==> src/rtl/sha2_pkg.sv <==
// rtl/sha2_pkg.sv - SHA-2 message scheduler shared constants and state type
package sha2_pkg;

  localparam int WIN = 16;

  localparam int S256_S0_ROT1 = 7;
  localparam int S256_S0_ROT2 = 18;
  localparam int S256_S0_SHR  = 3;
  localparam int S256_S1_ROT1 = 17;
  localparam int S256_S1_ROT2 = 19;
  localparam int S256_S1_SHR  = 10;

  localparam int S512_S0_ROT1 = 1;
  localparam int S512_S0_ROT2 = 8;
  localparam int S512_S0_SHR  = 7;
  localparam int S512_S1_ROT1 = 19;
  localparam int S512_S1_ROT2 = 61;
  localparam int S512_S1_SHR  = 6;

  typedef enum logic [2:0] {
    ST_IDLE,
    ST_LOAD,
    ST_PASS,
    ST_CALC,
    ST_PRESENT,
    ST_DONE
  } sched_state_t;

endpackage

==> src/rtl/sha2_sched_sigma.sv <==
// rtl/sha2_sched_sigma.sv - combinational small-sigma functions for SHA-256/SHA-512
module sha2_sched_sigma
  import sha2_pkg::*;
#(
  parameter int WORD_W = 32
) (
  input  logic [WORD_W-1:0] i_x15,
  input  logic [WORD_W-1:0] i_x2,
  output logic [WORD_W-1:0] o_sigma0,
  output logic [WORD_W-1:0] o_sigma1
);

  localparam int S0_R1 = (WORD_W == 64) ? S512_S0_ROT1 : S256_S0_ROT1;
  localparam int S0_R2 = (WORD_W == 64) ? S512_S0_ROT2 : S256_S0_ROT2;
  localparam int S0_SH = (WORD_W == 64) ? S512_S0_SHR  : S256_S0_SHR;
  localparam int S1_R1 = (WORD_W == 64) ? S512_S1_ROT1 : S256_S1_ROT1;
  localparam int S1_R2 = (WORD_W == 64) ? S512_S1_ROT2 : S256_S1_ROT2;
  localparam int S1_SH = (WORD_W == 64) ? S512_S1_SHR  : S256_S1_SHR;

  // Rotations are plain bit re-wiring; only the XORs cost logic.
  assign o_sigma0 = {i_x15[S0_R1-1:0], i_x15[WORD_W-1:S0_R1]}
                  ^ {i_x15[S0_R2-1:0], i_x15[WORD_W-1:S0_R2]}
                  ^ (i_x15 >> S0_SH);

  assign o_sigma1 = {i_x2[S1_R1-1:0], i_x2[WORD_W-1:S1_R1]}
                  ^ {i_x2[S1_R2-1:0], i_x2[WORD_W-1:S1_R2]}
                  ^ (i_x2 >> S1_SH);

endmodule

==> src/rtl/sha2_msg_scheduler.sv <==
// rtl/sha2_msg_scheduler.sv - SHA-2 message schedule generator over a 16-word ring
module sha2_msg_scheduler
  import sha2_pkg::*;
#(
  parameter int WORD_W       = 32,
  parameter int ROUNDS       = 64,
  parameter int SINGLE_CYCLE = 0
) (
  input  logic              clk,
  input  logic              reset_n,
  input  logic              start,
  input  logic              m_valid,
  output logic              m_ready,
  input  logic [WORD_W-1:0] m_data,
  output logic              w_valid,
  input  logic              w_ready,
  output logic [WORD_W-1:0] w_data,
  output logic [6:0]        w_round,
  output logic              busy,
  output logic              done
);

  if (WORD_W != 32 && WORD_W != 64) begin : g_bad_width
    $error("sha2_msg_scheduler: WORD_W must be 32 or 64");
  end

  localparam logic [6:0] LAST_T = 7'(ROUNDS - 1);

  sched_state_t      r_state, w_next_state;
  logic [3:0]        r_cnt;
  logic [6:0]        r_t;
  logic [1:0]        r_phase;
  logic [WORD_W-1:0] r_acc;
  logic [WORD_W-1:0] r_mem [WIN];

  logic [3:0]        w_idx_cur, w_idx_m15, w_idx_m7, w_idx_m2;
  logic [WORD_W-1:0] w_s0, w_s1, w_add_a, w_add_b, w_acc_next;
  logic              w_calc_last;

  // W[t-16] lives where W[t] will be written; the others are fixed ring offsets.
  assign w_idx_cur = r_t[3:0];
  assign w_idx_m15 = r_t[3:0] + 4'd1;
  assign w_idx_m7  = r_t[3:0] + 4'd9;
  assign w_idx_m2  = r_t[3:0] + 4'd14;

  sha2_sched_sigma #(
    .WORD_W(WORD_W)
  ) u_sigma (
    .i_x15   (r_mem[w_idx_m15]),
    .i_x2    (r_mem[w_idx_m2]),
    .o_sigma0(w_s0),
    .o_sigma1(w_s1)
  );

  assign w_calc_last = (SINGLE_CYCLE != 0) || (r_phase == 2'd2);
  assign w_round     = r_t;

  always_comb begin
    w_add_a = r_acc;
    w_add_b = '0;
    case (r_phase)
      2'd0: begin
        w_add_a = r_mem[w_idx_cur];
        w_add_b = w_s0;
      end
      2'd1:    w_add_b = r_mem[w_idx_m7];
      default: w_add_b = w_s1;
    endcase
    if (SINGLE_CYCLE != 0) begin
      w_acc_next = r_mem[w_idx_cur] + w_s0 + r_mem[w_idx_m7] + w_s1;
    end else begin
      w_acc_next = w_add_a + w_add_b;
    end
  end

  always_ff @(posedge clk or negedge reset_n) begin
    if (!reset_n) begin
      r_state <= ST_IDLE;
    end else begin
      r_state <= w_next_state;
    end
  end

  always_comb begin
    w_next_state = r_state;
    m_ready      = 1'b0;
    w_valid      = 1'b0;
    w_data       = '0;
    busy         = (r_state != ST_IDLE);
    done         = 1'b0;
    case (r_state)
      ST_IDLE: ;
      ST_LOAD: begin
        m_ready = 1'b1;
        if (m_valid && r_cnt == 4'd15) w_next_state = ST_PASS;
      end
      ST_PASS: begin
        w_valid = 1'b1;
        w_data  = r_mem[w_idx_cur];
        if (w_ready && r_t == 7'd15) w_next_state = ST_CALC;
      end
      ST_CALC: begin
        if (w_calc_last) w_next_state = ST_PRESENT;
      end
      ST_PRESENT: begin
        w_valid = 1'b1;
        w_data  = r_acc;
        if (w_ready) w_next_state = (r_t == LAST_T) ? ST_DONE : ST_CALC;
      end
      ST_DONE: begin
        done         = 1'b1;
        w_next_state = ST_IDLE;
      end
      default: w_next_state = ST_IDLE;
    endcase
    // A restart wins over everything, voiding any handshake in the same cycle.
    if (start) w_next_state = ST_LOAD;
  end

  always_ff @(posedge clk or negedge reset_n) begin
    if (!reset_n) begin
      r_cnt   <= '0;
      r_t     <= '0;
      r_phase <= '0;
      r_acc   <= '0;
    end else if (start) begin
      r_cnt   <= '0;
      r_t     <= '0;
      r_phase <= '0;
      r_acc   <= '0;
    end else begin
      case (r_state)
        ST_LOAD:             if (m_valid) r_cnt <= r_cnt + 4'd1;
        ST_PASS, ST_PRESENT: if (w_ready) r_t <= r_t + 7'd1;
        ST_CALC: begin
          r_acc   <= w_acc_next;
          r_phase <= w_calc_last ? 2'd0 : r_phase + 2'd1;
        end
        default: ;
      endcase
    end
  end

  always_ff @(posedge clk) begin
    if (!start) begin
      if (r_state == ST_LOAD && m_valid) begin
        r_mem[r_cnt] <= m_data;
      end else if (r_state == ST_PRESENT && w_ready) begin
        r_mem[w_idx_cur] <= r_acc;
      end
    end
  end

endmodule

==> config.mk <==
export PLATFORM = sky130hd
export DESIGN_NAME = sha2_msg_scheduler
export DESIGN_NICKNAME = d
export VERILOG_FILES = /design/src/rtl/sha2_pkg.sv /design/src/rtl/sha2_sched_sigma.sv /design/src/rtl/sha2_msg_scheduler.sv
export SDC_FILE = /design/constraint.sdc
export NUM_CORES = 1
export LEC_CHECK = 0
export ABC_AREA = 1
export BUFFER_PORTS_ARGS = -buffer_cell sky130_fd_sc_hd__buf_2
export CAP_MARGIN = 20
export CORE_UTILIZATION = 30
export DETAILED_ROUTE_END_ITERATION = 16
export PLACE_DENSITY = 0.48
export SETUP_SLACK_MARGIN = 0.15
export SYNTH_ARGS = -nofsm -noshare
export SYNTH_HDL_FRONTEND = slang
export SYNTH_HIERARCHICAL = 1
export SYNTH_SLANG_ARGS = --single-unit
==> constraint.sdc <==
create_clock -name clk -period 7.5 [get_ports clk]
set_input_delay 0.375 -clock clk [delete_from_list [all_inputs] [get_ports clk]]
set_output_delay 0.375 -clock clk [all_outputs]
set_load 0.005 [all_outputs]
Word-level counts from Yosys, hierarchy flattened

Memories as Yosys holds them, arrays and structs flattened.
Index checks and enable logic that the tools add are counted.

$add $sub $neg: 7
Reduce and logical (&&, ||, !) cells: 17
Muxes and demuxes: 34
Equality and inequality tests: 15
Bitwise gates (word level): 4

Operators with widths:

| operator            | count |
|---|---|
| $mux 32             | 4 |
| $pmux 32 s2         | 2 |
| $xor 32x32->32      | 2 |
| $add 32x32->32      | 1 |
| $reduce_or 32->1    | 1 |
| $xor 32x22->32      | 1 |
| $xor 32x29->32      | 1 |
| $mux 7              | 3 |
| $mux 3              | 6 |
| $mux 4              | 4 |
| $pmux 3 s5          | 1 |
| $ne 3x3->1 const B  | 4 |
| $mux 1              | 11 |
| $reduce_bool 2->1   | 5 |
| $add 4x1->4 const B | 2 |
| $add 4x4->4 const B | 2 |
| $add 7x1->7 const B | 1 |
| $eq 7x4->1 const B  | 1 |
| $eq 7x6->1 const B  | 1 |
| $eq 3x2->1 const B  | 2 |
| $eq 3x3->1 const B  | 2 |
| $mux 2              | 3 |
| $reduce_and 5->1    | 1 |
| $eq 4x4->1 const B  | 1 |
| 11 further kinds    | 15 |

Output and inout bits: 43
Logic and storage cells: 83
Register bits after elaboration: 48
Bits of input ports: 37
Memories kept: 1
Bits in writable memories: 512

Memory list:

| memory | depth | bits a word | read ports | clocked after memory_dff | wr ports | line                     | RTL |
|---|---|---|---|---|---|---|---|
| r_mem  | 16    | 32          | 4          | 0                        | 1        | sha2_msg_scheduler.sv:34 | `logic [WORD_W-1:0] r_mem [WIN];` |

Depth between registers and ports, before layout

Word-level depth: 8
Gate-level depth with buffers: 34
Depth with buffers taken out: 30

Hierarchy

Netlist, hierarchy kept.

Modules (own cells, without submodules):

| module             | seq. area each (um^2) | cells each | area an instance (um^2) | instances |
|---|---|---|---|---|
| sha2_msg_scheduler | 16,575.9              | 4,013      | 33,320.7                | 1 |
| sha2_sched_sigma   | 0.0                   | 382        | 1,562.7                 | 1 |

Least setup slack after synthesis

OpenSTA, ideal clock, no wires.

Path kind: register to register
Start point: register r_t[1] (netlist: w_round[1])
End point: register r_acc[16]
Arrival time: 4.932 ns
Library setup time: 0.126 ns
Period minus slack after synthesis: 5.058 ns
Setup slack: 2.442 ns
Stages on the path, launching flop included: 34
Path buffers: 7
Data required time: 7.374 ns
Path through: dfrtp_1 buf_2 inv_1 buf_2 clkbuf_1 buf_1 ha_1 clkbuf_1 clkinv_1 clkbuf_1 clkbuf_1 a31oi_1 a31oi_1 inv_2 nand2_1 nand3_1 nand2_1 o221ai_1 inv_1 ha_1 inv_1 fa_1 inv_1 nand2_1 o21ai_0 inv_1 o21bai_1 nand2_1 nand2_1 nand2_1 nand2_1 nand2_1 nand2_1 o21ai_0

Longest elaborated chain between the ends: 8
Elaborated cells on any way between the ends: 13
Classes of those cells: add/sub (4); mux (4); bitwise (4); memory (1)

RTL lines:

| item                   | line                      | RTL |
|---|---|---|
| from (decl)            | sha2_msg_scheduler.sv:31  | `logic [6:0] r_t;` |
| from (signal assigned) | sha2_msg_scheduler.sv:134 | `ST_PASS, ST_PRESENT: if (w_ready) r_t <= r_t + 7'd1;` |
| $add 4x4->4 (*)        | sha2_msg_scheduler.sv:44  | `assign w_idx_m2 = r_t[3:0] + 4'd14;` |
| $mem_v2 16x32 (*)      | n/a                       |  |
| $xor 32x32->32         | sha2_sched_sigma.sv:26    | `^ {i_x2[S1_R2-1:0], i_x2[WORD_W-1:S1_R2]}` |
| $xor 32x22->32 (*)     | sha2_sched_sigma.sv:27    | `^ (i_x2 >> S1_SH);` |
| named net w_s1[0]      | sha2_msg_scheduler.sv:37  | `logic [WORD_W-1:0] w_s0, w_s1, w_add_a, w_add_b, w_acc_next;` |
| $pmux 32 s2 (*)        | sha2_msg_scheduler.sv:61  | `case (r_phase)` |
| $add 32x32->32 (*)     | sha2_msg_scheduler.sv:72  | `w_acc_next = w_add_a + w_add_b;` |
| $mux 32 (*)            | sha2_msg_scheduler.sv:132 | `case (r_state)` |
| $mux 32 (*)            | sha2_msg_scheduler.sv:126 | `end else if (start) begin` |
| to (signal assigned)   | sha2_msg_scheduler.sv:136 | `r_acc <= w_acc_next;` |
| to (decl)              | sha2_msg_scheduler.sv:33  | `logic [WORD_W-1:0] r_acc;` |

Mark *: on every way through the listed nets, which the timed path passes. The rest lies on a longest branch. The select of a mux whose other input is x is not followed.
A chain may end at the register's enable or synchronous reset.

Worst setup path after layout

Start point: register r_t[1] (netlist: w_round[1])
End point: register r_acc[25]

Longest elaborated chain between the ends: 8
Elaborated cells on any way between the ends: 13
Classes of those cells: add/sub (4); mux (4); bitwise (4); memory (1)

RTL lines:

| item               | line                      | RTL |
|---|---|---|
| $add 4x1->4 (*)    | sha2_msg_scheduler.sv:42  | `assign w_idx_m15 = r_t[3:0] + 4'd1;` |
| $mem_v2 16x32 (*)  | n/a                       |  |
| $xor 32x32->32     | sha2_sched_sigma.sv:22    | `^ {i_x15[S0_R2-1:0], i_x15[WORD_W-1:S0_R2]}` |
| $xor 32x29->32 (*) | sha2_sched_sigma.sv:23    | `^ (i_x15 >> S0_SH);` |
| named net w_s0[2]  | sha2_msg_scheduler.sv:37  |  |
| $pmux 32 s2 (*)    | sha2_msg_scheduler.sv:61  |  |
| $add 32x32->32 (*) | sha2_msg_scheduler.sv:72  |  |
| $mux 32 (*)        | sha2_msg_scheduler.sv:132 |  |
| $mux 32 (*)        | sha2_msg_scheduler.sv:126 |  |

Marked as above.

==> results summary <==
The run finished with clean final reports. The worst slew margin relative to its limit came out at around 15%. The number of endpoints with negative hold slack in the final report is 0. The worst path arrival time came out at approximately 6.7 ns.

After routing, the total negative slack on setup checks comes to 0 ns. The clock drives between 500 and 600 sinks. The maximum achievable frequency came out at 162.2 MHz. By area, the combinational part of the netlist is dominated by simple AND/OR/NAND/NOR gates. The total grt overflow is 0. After routing the design area is just under 40000 µm². The total number of vias came out at about 33000. The first detailed-routing pass ran for 6 iterations. The area of all sequential standard cells is 16590 µm².

STA classifies the critical path startpoint as a flip-flop. For this run, the leading register cell type out of synthesis is sky130_fd_sc_hd__edfxtp_1. Summing the areas of all xor and xnor instances in the mapped netlist gives less than 1% of the synthesized area. The number of enable-type register cells in the synthesized netlist came out at ~510. The number of fill cells in the layout is approximately 12000. The count of buffers added on input and output ports is a little under 80. The number of pins with negative max-slew slack in the final report came out at 0. Clock-pin slew was measured on the worst setup and hold paths at approximately 0.060 ns. The total of warnings raised by yosys is 6. The count of distinct cell types in the synthesized netlist is 46. The sequential-to-total area share from yosys stat is between 40% and 50%. The total number of placement rows came out at 124. The placed standard-cell area is 37140 µm².

The worst path in the final design needs a cycle of between 6 and 7 ns, including I/O delays and setup. The ratio of total power to cell area came out at ~430 nW/µm². The slew of the pin with the lowest slew margin is ~1.3 ns. The insertion delay of the later-clocked pin in the worst-skew pair came out at between 0.6 and 0.7 ns.

Dividing the detail-routed wire length by the instance count gives around 25 µm. The maximum ir drop on the vdd rail came out at approximately 0.00021 V. The half-perimeter wire length after placement came out at 99560 µm. The proportion of layout cells with a drive suffix above 1 came out at between 8 and 9%.

Setup violations remaining at the end of the flow were counted as 0. Counting every net in the synthesized netlist gives around 4500. The synthesized instance count came out at about 4400. The required arrival time at the worst endpoint is 8.01 ns. The cell area that synthesis handed to floorplanning was approximately 35000 µm².

TritonCTS built the clock tree. The synthesized flop and latch total is 560. The count of H-tree levels built during CTS is 3. Of all nets on the critical path, the largest fanout is 35. The fraction of registers with async set or reset after synthesis came out at 8.571%.

The maximum number of pins on one net before global-route repair is between 150 and 200. The number of cells traversed by the worst register-to-register path came out at 27. The worst hold slack after final layout came out at around 0.083 ns. The height of the die came out at around 340 µm.

The number of global-route vias before repair is 29330. Max-cap violations in this run came to 0. The initial utilization of the core area, before any placement, comes to just over 30%.

The area share of fa/ha/maj cells after synthesis came out at 1.313%. On the worst path, the slowest cell contributes a delay of around 0.66 ns. The final period utilization came out at a little over 80%. The total global-route track usage came out at about a quarter. Summed over all layers, the routed wires come to around 150000 µm. Setup repair after global routing left no endpoint under its margin.

The first global-routing pass estimated 212700 µm of wire. The static leakage is between 15 and 20 nW. The post-synthesis average cell area is slightly below 8 µm². The post-synthesis to final-layout area growth came out at 13.21%.

Summing all multi-input logic gate instances after layout gives about 16000 µm². The clock passes through at most 3 buffers. The compound-gate portion of the synthesized area is between 10% and 20%. The total inserted antenna cells is 0. Clock skew on the completed layout was measured at between 0.03 and 0.04 ns.

The number of design-rule violations left by the first detailed-router iteration came out at a little under 4000. The overall power is 17.04 mW. The routability-driven placement congestion ratio is approximately 0.97. The cell with the largest stage delay on the worst path is sky130_fd_sc_hd__dfrtp_4.

The class of the tightest hold or removal check is input pin to flip-flop. The worst setup path is captured at a flip-flop. The root buffer cell is sky130_fd_sc_hd__clkbuf_16. The number of post-CTS setup repair buffers is 0. The reg-to-reg setup timing slack is 1.34 ns. The multiplexer share of the synthesized area is roughly 3.7%. The width of the chip is between 300 and 400 µm.

After detailed routing, the number of remaining DRC violations is 0. 80 I/O pins were placed. The library cell appearing most often on the critical path is sky130_fd_sc_hd__nand2_1.

The total number of nets in the final design is 4456. Dividing the detail-routed via count by the number of cells gives 5.501. The area of the core region is around 110000 µm². The number of antenna violations at the first check in global routing is 2. The fraction of the mapped netlist area in simple logic gates is 22.08%. In this run, CTS created clock tree buffers numbering a little under 70. The critical path is of the flip-flop to flip-flop type.

The number of routed nets with antenna violations is 0. The total die area is 117600 µm². The cell depth of the worst hold path is 2.
-- cell usage after synthesis, drive strengths merged, types with 2 or more instances --
cell / number / area, µm²
a21oi: 176 / 880.8
a31oi: 66 / 412.9
a21o: 5 / 37.54
nand3: 296 / 1486
mux2i: 129 / 1291
a311oi: 6 / 52.55
clkbuf: 137 / 514.2
o31ai: 9 / 72.57
inv: 324 / 1216
o22ai: 99 / 619.3
or2: 2 / 12.52
buf: 150 / 847.1
o221ai: 30 / 262.8
nand2: 1312 / 4925
ha: 35 / 437.9
a21boi: 3 / 22.52
nor4: 2 / 12.51
nand4: 5 / 31.28
xnor2: 3 / 33.79
edfxtp: 512 / 15370
o21bai: 8 / 60.06
nor2: 299 / 1122
nor3: 20 / 100.1
o211ai: 64 / 480.5
o21ai: 630 / 3157
xor2: 16 / 140.1
dfrtp: 48 / 1201
-- metal layers --
layer / vias to the layer above / routed length (µm) / GRT usage [%]
met1: 15950 / 65910 / 35.13
met5: - / 7 / 0
met2: 1438 / 67910 / 39.62
met4: 2 / 4706 / 8.102
li1: 15110 / - / -
met3: 225 / 11320 / 2.992
-- cell type report --
class	instances	share of cell area, %
well taps	1512	4.791
clock inverters	36	1.042
flip-flops and latches	560	42.01
repair buffers	204	3.834
multi-input cells	3223	40.45
clock buffers	87	4.753
inverters	325	3.127
-- state kept, by name, summed over array words and instances (netlist names) --
name,flops
r_mem,512
r_acc,32
w_round,7
r_cnt,4
r_state,3
r_phase,2
-- cells by family (layout without fill, tap and decap cells) --
| family | count (synthesis) | count (layout) |
|---|---|---|
| DFF | 560 | 560 |
| buffers and inverters | 612 | 652 |
| xor gates and xnor gates | 19 | 19 |
| muxes | 129 | 129 |
| and+or+nand+nor | 1938 | 1938 |
| adders and majority gates | 36 | 36 |
| AOI/OAI and AO/OA | 1101 | 1101 |
-- cell usage in the layout, fill, tap and decap left out, drive strengths merged, types with 5 or more instances in the layout --
master,synthesis,routed
o31ai,9,9
buf,150,199
o21bai,8,8
nor2,299,299
ha,35,35
a21oi,176,176
dfrtp,48,48
o221ai,30,30
mux2i,129,129
nand2,1312,1312
clkinv,1,24
edfxtp,512,512
bufinv,0,9
nor3,20,20
a21o,5,5
xor2,16,16
clkbuf,137,90
o211ai,64,64
a31oi,66,66
nand3,296,296
a311oi,6,6
o21ai,630,630
inv,324,325
nand4,5,5
o22ai,99,99
-- power breakdown --
| part | switching [mW] | internal [mW] | total [mW] |
|---|---|---|---|
| Sequential | 0.0874 | 3.52 | 3.60 |
| Clock | 1.40 | 2.08 | 3.48 |
| Combinational | 7.16 | 2.79 | 9.95 |
| Total | 8.65 | 8.39 | 17.0 |
-- through the flow --
| stage | instances | utilization [%] | setup slack (ns) |
|---|---|---|---|
| finish | 5947 | 34.40 | 1.336 |
| global route | 5947 | 34.40 | 0.8397 |
| CTS | 5944 | 34.36 | 1.376 |
| detailed placement | 5819 | 32.35 | 1.397 |
| global placement | 5817 | 32.31 | 1.528 |
| floorplan | 4395 | - | 2.442 |
-- timing repair --
action,in CTS,in global routing
gates resized for setup,0,0
endpoints found under the hold margin,49,0
hold buffers,2,0
-- worst max-delay path, delay by kind of cell, from the launching register on --
family / cells / cell delay (ns)
buffers and inverters: 5 / 0.97
and+or+nand+nor: 14 / 1.16
DFF: 1 / 0.66
adders and majority gates: 2 / 1.01
AOI/OAI and AO/OA: 6 / 2.20
-- worst paths after layout --
path / startpoint / endpoint
worst min register to register: r_acc[24]$_DFFE_PN0P_ / r_acc[24]$_DFFE_PN0P_
max in group asynchronous: reset_n / w_round[0]$_DFFE_PN0P_
worst max-delay path: w_round[1]$_DFFE_PN0P_ / r_acc[25]$_DFFE_PN0P_
min in group asynchronous: reset_n / r_acc[1]$_DFFE_PN0P_
worst max register to register: w_round[1]$_DFFE_PN0P_ / r_acc[25]$_DFFE_PN0P_
worst min-delay path: w_ready / r_state[2]$_DFFE_PN0P_
(Power assumes the default switching activity.)
